## src/rtl/key_schedule_seq.sv

```systemverilog
// rtl/key_schedule_seq.sv - sequential multi-slot CSA block-cipher key schedule
// One 64-bit round per clock through a shared key_perm; results commit atomically into a slot.
module key_schedule_seq #(
    parameter int NKEYS  = 2,
    parameter int SLOT_W = 1,
    parameter int ROUNDS = 7
) (
    input  logic                 clk,
    input  logic                 rst_n,
    input  logic                 i_start,
    input  logic [63:0]          i_ck,
    input  logic [SLOT_W-1:0]    i_slot,
    input  logic [SLOT_W-1:0]    i_sel,
    input  logic                 i_clr,
    output logic [ROUNDS*64-1:0] o_kk,
    output logic                 o_kk_valid,
    output logic                 o_busy,
    output logic                 o_done,
    output logic                 o_drop
);
    localparam int KKW = ROUNDS * 64;
    localparam int RW  = (ROUNDS > 1) ? $clog2(ROUNDS) : 1;

    // 1-based destination of each source bit; bits are numbered MSB-first within each byte
    localparam logic [6:0] KEY_PERM [64] = '{
        7'h12, 7'h24, 7'h09, 7'h07, 7'h2A, 7'h31, 7'h1D, 7'h15,
        7'h1C, 7'h36, 7'h3E, 7'h32, 7'h13, 7'h21, 7'h3B, 7'h40,
        7'h18, 7'h14, 7'h25, 7'h27, 7'h02, 7'h35, 7'h1B, 7'h01,
        7'h22, 7'h04, 7'h0D, 7'h0E, 7'h39, 7'h28, 7'h1A, 7'h29,
        7'h33, 7'h23, 7'h34, 7'h0C, 7'h16, 7'h30, 7'h1E, 7'h3A,
        7'h2D, 7'h1F, 7'h08, 7'h19, 7'h17, 7'h2F, 7'h3D, 7'h11,
        7'h3C, 7'h05, 7'h38, 7'h2B, 7'h0B, 7'h06, 7'h0A, 7'h2C,
        7'h20, 7'h3F, 7'h2E, 7'h0F, 7'h03, 7'h26, 7'h10, 7'h37
    };

    function automatic logic [5:0] hw_bit(input logic [5:0] n);
        return {n[5:3], ~n[2:0]};
    endfunction

    function automatic logic [63:0] key_perm(input logic [63:0] kb);
        logic [63:0] res;
        logic [5:0]  dst;
        res = '0;
        for (int n = 0; n < 64; n++) begin
            dst = 6'(KEY_PERM[n] - 7'd1);
            res[hw_bit(dst)] = kb[hw_bit(6'(n))];
        end
        return res;
    endfunction

    typedef enum logic {
        S_IDLE = 1'b0,
        S_RUN  = 1'b1
    } state_t;

    state_t             state_q, state_d;
    logic [RW-1:0]      r_q, r_d;
    logic [63:0]        kb_q, kb_d;
    logic [KKW-1:0]     kk_q, kk_d;
    logic [SLOT_W-1:0]  tslot_q, tslot_d;
    logic               done_q, done_d;
    logic               drop_q, drop_d;
    logic               commit;
    logic [7:0]         rc;

    logic [KKW-1:0]     slot_q [NKEYS];
    logic [NKEYS-1:0]   valid_q;

    always_comb begin
        state_d = state_q;
        r_d     = r_q;
        kb_d    = kb_q;
        kk_d    = kk_q;
        tslot_d = tslot_q;
        done_d  = 1'b0;
        drop_d  = 1'b0;
        commit  = 1'b0;
        rc      = 8'(r_q);
        case (state_q)
            S_IDLE: begin
                if (i_start) begin
                    kb_d    = i_ck;
                    r_d     = RW'(ROUNDS - 1);
                    tslot_d = i_slot;
                    state_d = S_RUN;
                end
            end
            S_RUN: begin
                for (int i = 0; i < ROUNDS; i++) begin
                    if (r_q == RW'(i)) begin
                        kk_d[i*64 +: 64] = kb_q ^ {8{rc}};
                    end
                end
                kb_d   = key_perm(kb_q);
                r_d    = r_q - RW'(1);
                drop_d = i_start;
                // kk_d already holds the round-0 bytes, so the slot gets the complete key
                if (r_q == '0) begin
                    commit  = 1'b1;
                    done_d  = 1'b1;
                    state_d = S_IDLE;
                end
            end
            default: state_d = S_IDLE;
        endcase
    end

    always_ff @(posedge clk or negedge rst_n) begin
        if (!rst_n) begin
            state_q <= S_IDLE;
            r_q     <= '0;
            kb_q    <= '0;
            kk_q    <= '0;
            tslot_q <= '0;
            done_q  <= 1'b0;
            drop_q  <= 1'b0;
        end else begin
            state_q <= state_d;
            r_q     <= r_d;
            kb_q    <= kb_d;
            kk_q    <= kk_d;
            tslot_q <= tslot_d;
            done_q  <= done_d;
            drop_q  <= drop_d;
        end
    end

    // A commit outranks a simultaneous clear for the slot being written
    always_ff @(posedge clk or negedge rst_n) begin
        if (!rst_n) begin
            for (int k = 0; k < NKEYS; k++) begin
                slot_q[k] <= '0;
            end
            valid_q <= '0;
        end else begin
            for (int k = 0; k < NKEYS; k++) begin
                if (commit && (tslot_q == SLOT_W'(k))) begin
                    slot_q[k]  <= kk_d;
                    valid_q[k] <= 1'b1;
                end else if (i_clr) begin
                    valid_q[k] <= 1'b0;
                end
            end
        end
    end

    always_comb begin
        o_kk       = '0;
        o_kk_valid = 1'b0;
        for (int k = 0; k < NKEYS; k++) begin
            if (i_sel == SLOT_W'(k)) begin
                o_kk       = slot_q[k];
                o_kk_valid = valid_q[k];
            end
        end
    end

    assign o_busy = (state_q == S_RUN);
    assign o_done = done_q;
    assign o_drop = drop_q;

endmodule

```

## config.mk

```make
export PLATFORM = sky130hd
export DESIGN_NAME = key_schedule_seq
export DESIGN_NICKNAME = d
export VERILOG_FILES = /design/src/rtl/key_schedule_seq.sv
export SDC_FILE = /design/constraint.sdc
export NUM_CORES = 2
export LEC_CHECK = 0
export ABC_AREA = 1
export BUFFER_PORTS_ARGS = -buffer_cell sky130_fd_sc_hd__clkbuf_2
export CAP_MARGIN = 20
export CORE_MARGIN = 4
export CORE_UTILIZATION = 30
export CTS_CLUSTER_SIZE = 25
export DETAILED_ROUTE_END_ITERATION = 12
export PLACE_DENSITY_LB_ADDON = 0.25
export SETUP_SLACK_MARGIN = 0.15
export SLEW_MARGIN = 0
export SYNTH_ARGS = -nofsm -noshare
export SYNTH_HDL_FRONTEND = slang
export SYNTH_SLANG_ARGS = --single-unit
```

## constraint.sdc

```tcl
create_clock -name clk -period 4.3 [get_ports clk]
set_input_delay 0 -clock clk [delete_from_list [all_inputs] [get_ports clk]]
set_output_delay 0 -clock clk [all_outputs]
set_load 0.03 [all_outputs]
```

==> results.yml <==
status:
  outcome: "finished clean"
clock_tree:
  clock_latency_ns: 0.82
  clkTransAtPathRegs_ns: 0.06
  cts.sinks: 1353
  cts_buffers: 157
  h-tree-depth: 4
  cts_tree: "built"
  clockBufferDepth: 3
  cts_root_buf: "clkbuf_16"
  post_cts_resized: 0
yosys:
  ys.flop_type: "dfrtp_1"
  synth_nets: 6626
  synth-seq-cells: 1353
  synth_most_common_cell: "nand2_1"
  synth_top_family_by_area: "simple AND/OR/NAND/NOR gates"
  synthMuxAreaShare_pct: 7.47
  avgSynthCellArea_um2: 8.84
  yosysWarnings: 0
  synthXorXnorAreaFrac_pct: 0
  async_flop_share_pct: 100
  synthSimpleGateAreaFrac_pct: 27.5
  synth_cells: 6551
  synth-edff-count: 0
  synth_area_leader_cell: "dfrtp_1"
  netlist_area_mm2: 0.0579
  synthTopCellsByArea: "dfrtp_1 58%, nand2_1 23%, mux2_2 7.5%"
  synth_compound_area_share_pct: 1.70
  synth_commonest_cells: "3,569 x nand2_1, 1,353 x dfrtp_1, 384 x mux2_2, 241 x nand3_1, 236 x buf_2"
  synth_top_area_share_pct: 58.5
  seq_area_frac_synth_pct: 58.5
  ys_types: 24
  synth_fa_ha_area_share_pct: 0.108
global_routing:
  grtUsageTotal_pct: 22.7
  grt_pass1_wl_mm: 330
  overflow: 0
  grt_pass1_vias: 45400
  grt_max_degree: 141
  antenna_found_initial: 26
routing:
  wl_mm: 231
  ant_nets: 0
  wl_met1_mm: 99.3
  drt_iter0_drc: 4077
  via_count: 46300
  vias_per_cell: 4.77
  wl_met3_mm: 12.4
  top_layer_used: "met4"
  wl_met2_mm: 108
  drt_first_pass_iters: 5
  drc: 0
  wl_per_cell_um: 23.8
placement:
  io_buffers: 521
  dp_hpwl_mm: 137
  gp_congestion: 0.800
  placed_area_mm2: 0.0629
worst_setup_path:
  worstPathArrival_ns: 3.96
  crit_fanout: 74
  start_kind: "register"
  ff2ff_setup_slack_ns: 1.08
  endpoint_kind: "register"
  worstPathRequired_ns: 5.03
  criticalPathCategory: "register to register"
floorplanning:
  rows: 161
  die_h_um: 447
  io_pins: 522
  die-area_mm2: 0.200
  coreArea_mm2: 0.192
  die_w_um: 447
  initial_core_util_pct: 30.1
final_layout:
  nets: 7104
  drive_above_1_share_pct: 18.2
  area.growth.synth_to_final_pct: 19.5
  fin_area_mm2: 0.0692
sta:
  setup_viol: 0
  timing.fmax_ghz: 0.310
  rsz0062_at_grt: "no"
  final_max_slew_viol_count: 0
  post-route-period-util_pct: 74.9
  finalHoldViolCount: 0
  finalCriticalPeriod_ns: 3.22
  finClkSkew_ns: 0.0406
  slew_headroom_pct: 19.3
  worst_pin_slew_ns: 1.21
  setup_tns_ns: 0
flow_run:
  drv_cap: 0
power_and_ir_drop:
  leakage_uw: 0.0367
  peakVddDrop_mv: 0.482
  powerDensity_mw_per_mm2: 858
worst_hold_path:
  hold_class: "input pin to register"
-- sequential cells by signal, summed over array words and instances, names as in the netlist --
register and flops:
slot_q 896, o_done 1, o_drop 1, kb_q 64, valid_q 2, kk_q 384
tslot_q 1, o_busy 1, r_q 3
-- final cells by class --
class                      count  area [um^2]
antenna                       14         35.0
clock inverter                46          462
tap                         2526         3160
fill                       19500       123000
clock buffer                 238         4630
sequential                  1353        33900
inverter                     197          744
timing repair buffer         734         4890
multi-input combinational   4586        21400
-- cell families (layout without fill, tap and decap cells) --
family          after synthesis  in the layout
buf+inv                     612           1215
compound gates              184            184
simple gates               4013           4013
flops                      1353           1353
other cells                   0             14
mux                         384            384
fa+ha+maj                     5              5
-- through the flow --
stage / cells / power, uW / utilization [%] / hold WS, ns / setup slack (ns)
after floorplan: 6551 / 35500 / - / -0.296 / 2.36
after global placement: 9273 / 45800 / 32.7 / 0.117 / 1.16
after detailed placement: 9273 / 46300 / 32.7 / 0.125 / 1.07
after CTS: 9680 / 60100 / 36.0 / 0.00555 / 1.06
after global routing: 9680 / 62900 / 36.0 / 0.0392 / 0.769
final: 9694 / 59400 / 36.0 / 0.0518 / 1.08
-- critical path, stage by stage, from the launching register on --
cell,delay (ns)
dfrtp_1,0.54
clkinv_1,0.38
ha_1,0.38
nand3_2,0.19
inv_4,0.10
nand2_8,0.49
buf_4,0.80
nand2_1,0.11
nand2_1,0.10
-- final timing paths --
path,start,end,cells past startpoint
max in group asynchronous,rst_n,kb_q[28]$_DFFE_PN0P_,5
min in group asynchronous,rst_n,slot_q[439]$_DFFE_PN0P_,3
hold / removal,i_ck[56],kb_q[56]$_DFFE_PN0P_,4
setup / recovery,r_q[1]$_DFFE_PN0P_,slot_q[345]$_DFFE_PN0P_,8
setup reg to reg,r_q[1]$_DFFE_PN0P_,slot_q[345]$_DFFE_PN0P_,8
hold reg to reg,slot_q[15]$_DFFE_PN0P_,slot_q[15]$_DFFE_PN0P_,2
-- what timing repair did --
action,in CTS,in global routing
setup buffers,0,0
hold buffers,123,0
hold endpoints to repair,676,0
-- report_power, final --
part / leakage, uW / switching [uW] / internal [uW]
clock network: 0.00251 / 5620 / 7700
logic: 0.0169 / 16700 / 6610
registers: 0.0172 / 4540 / 18300
-- routing by layer --
metal  up-vias  GRT usage (%)
met4         0           10.8
met2      1539           36.4
met1     23000           30.4
li1      21400              -
met3       385           3.29
met5         -              0
-- cell usage in the layout (no fill, tap or decap), types with 29 or more instances in the layout --
| cell type | synthesis | routed |
|---|---|---|
| mux2_2 | 384 | 384 |
| and2_1 | 96 | 96 |
| dfrtp_1 | 1353 | 1320 |
| clkbuf_2 | 0 | 519 |
| nand4_1 | 90 | 90 |
| buf_4 | 28 | 63 |
| dfrtp_2 | 0 | 32 |
| clkbuf_1 | 130 | 47 |
| nand2_1 | 3569 | 3559 |
| clkbuf_8 | 0 | 29 |
| nand3_1 | 241 | 238 |
| clkbuf_16 | 0 | 162 |
| inv_1 | 192 | 192 |
| o21ai_0 | 159 | 159 |
| dlygate4sd3_1 | 0 | 122 |
No activity file was read; power rests on OpenSTA's default activity.
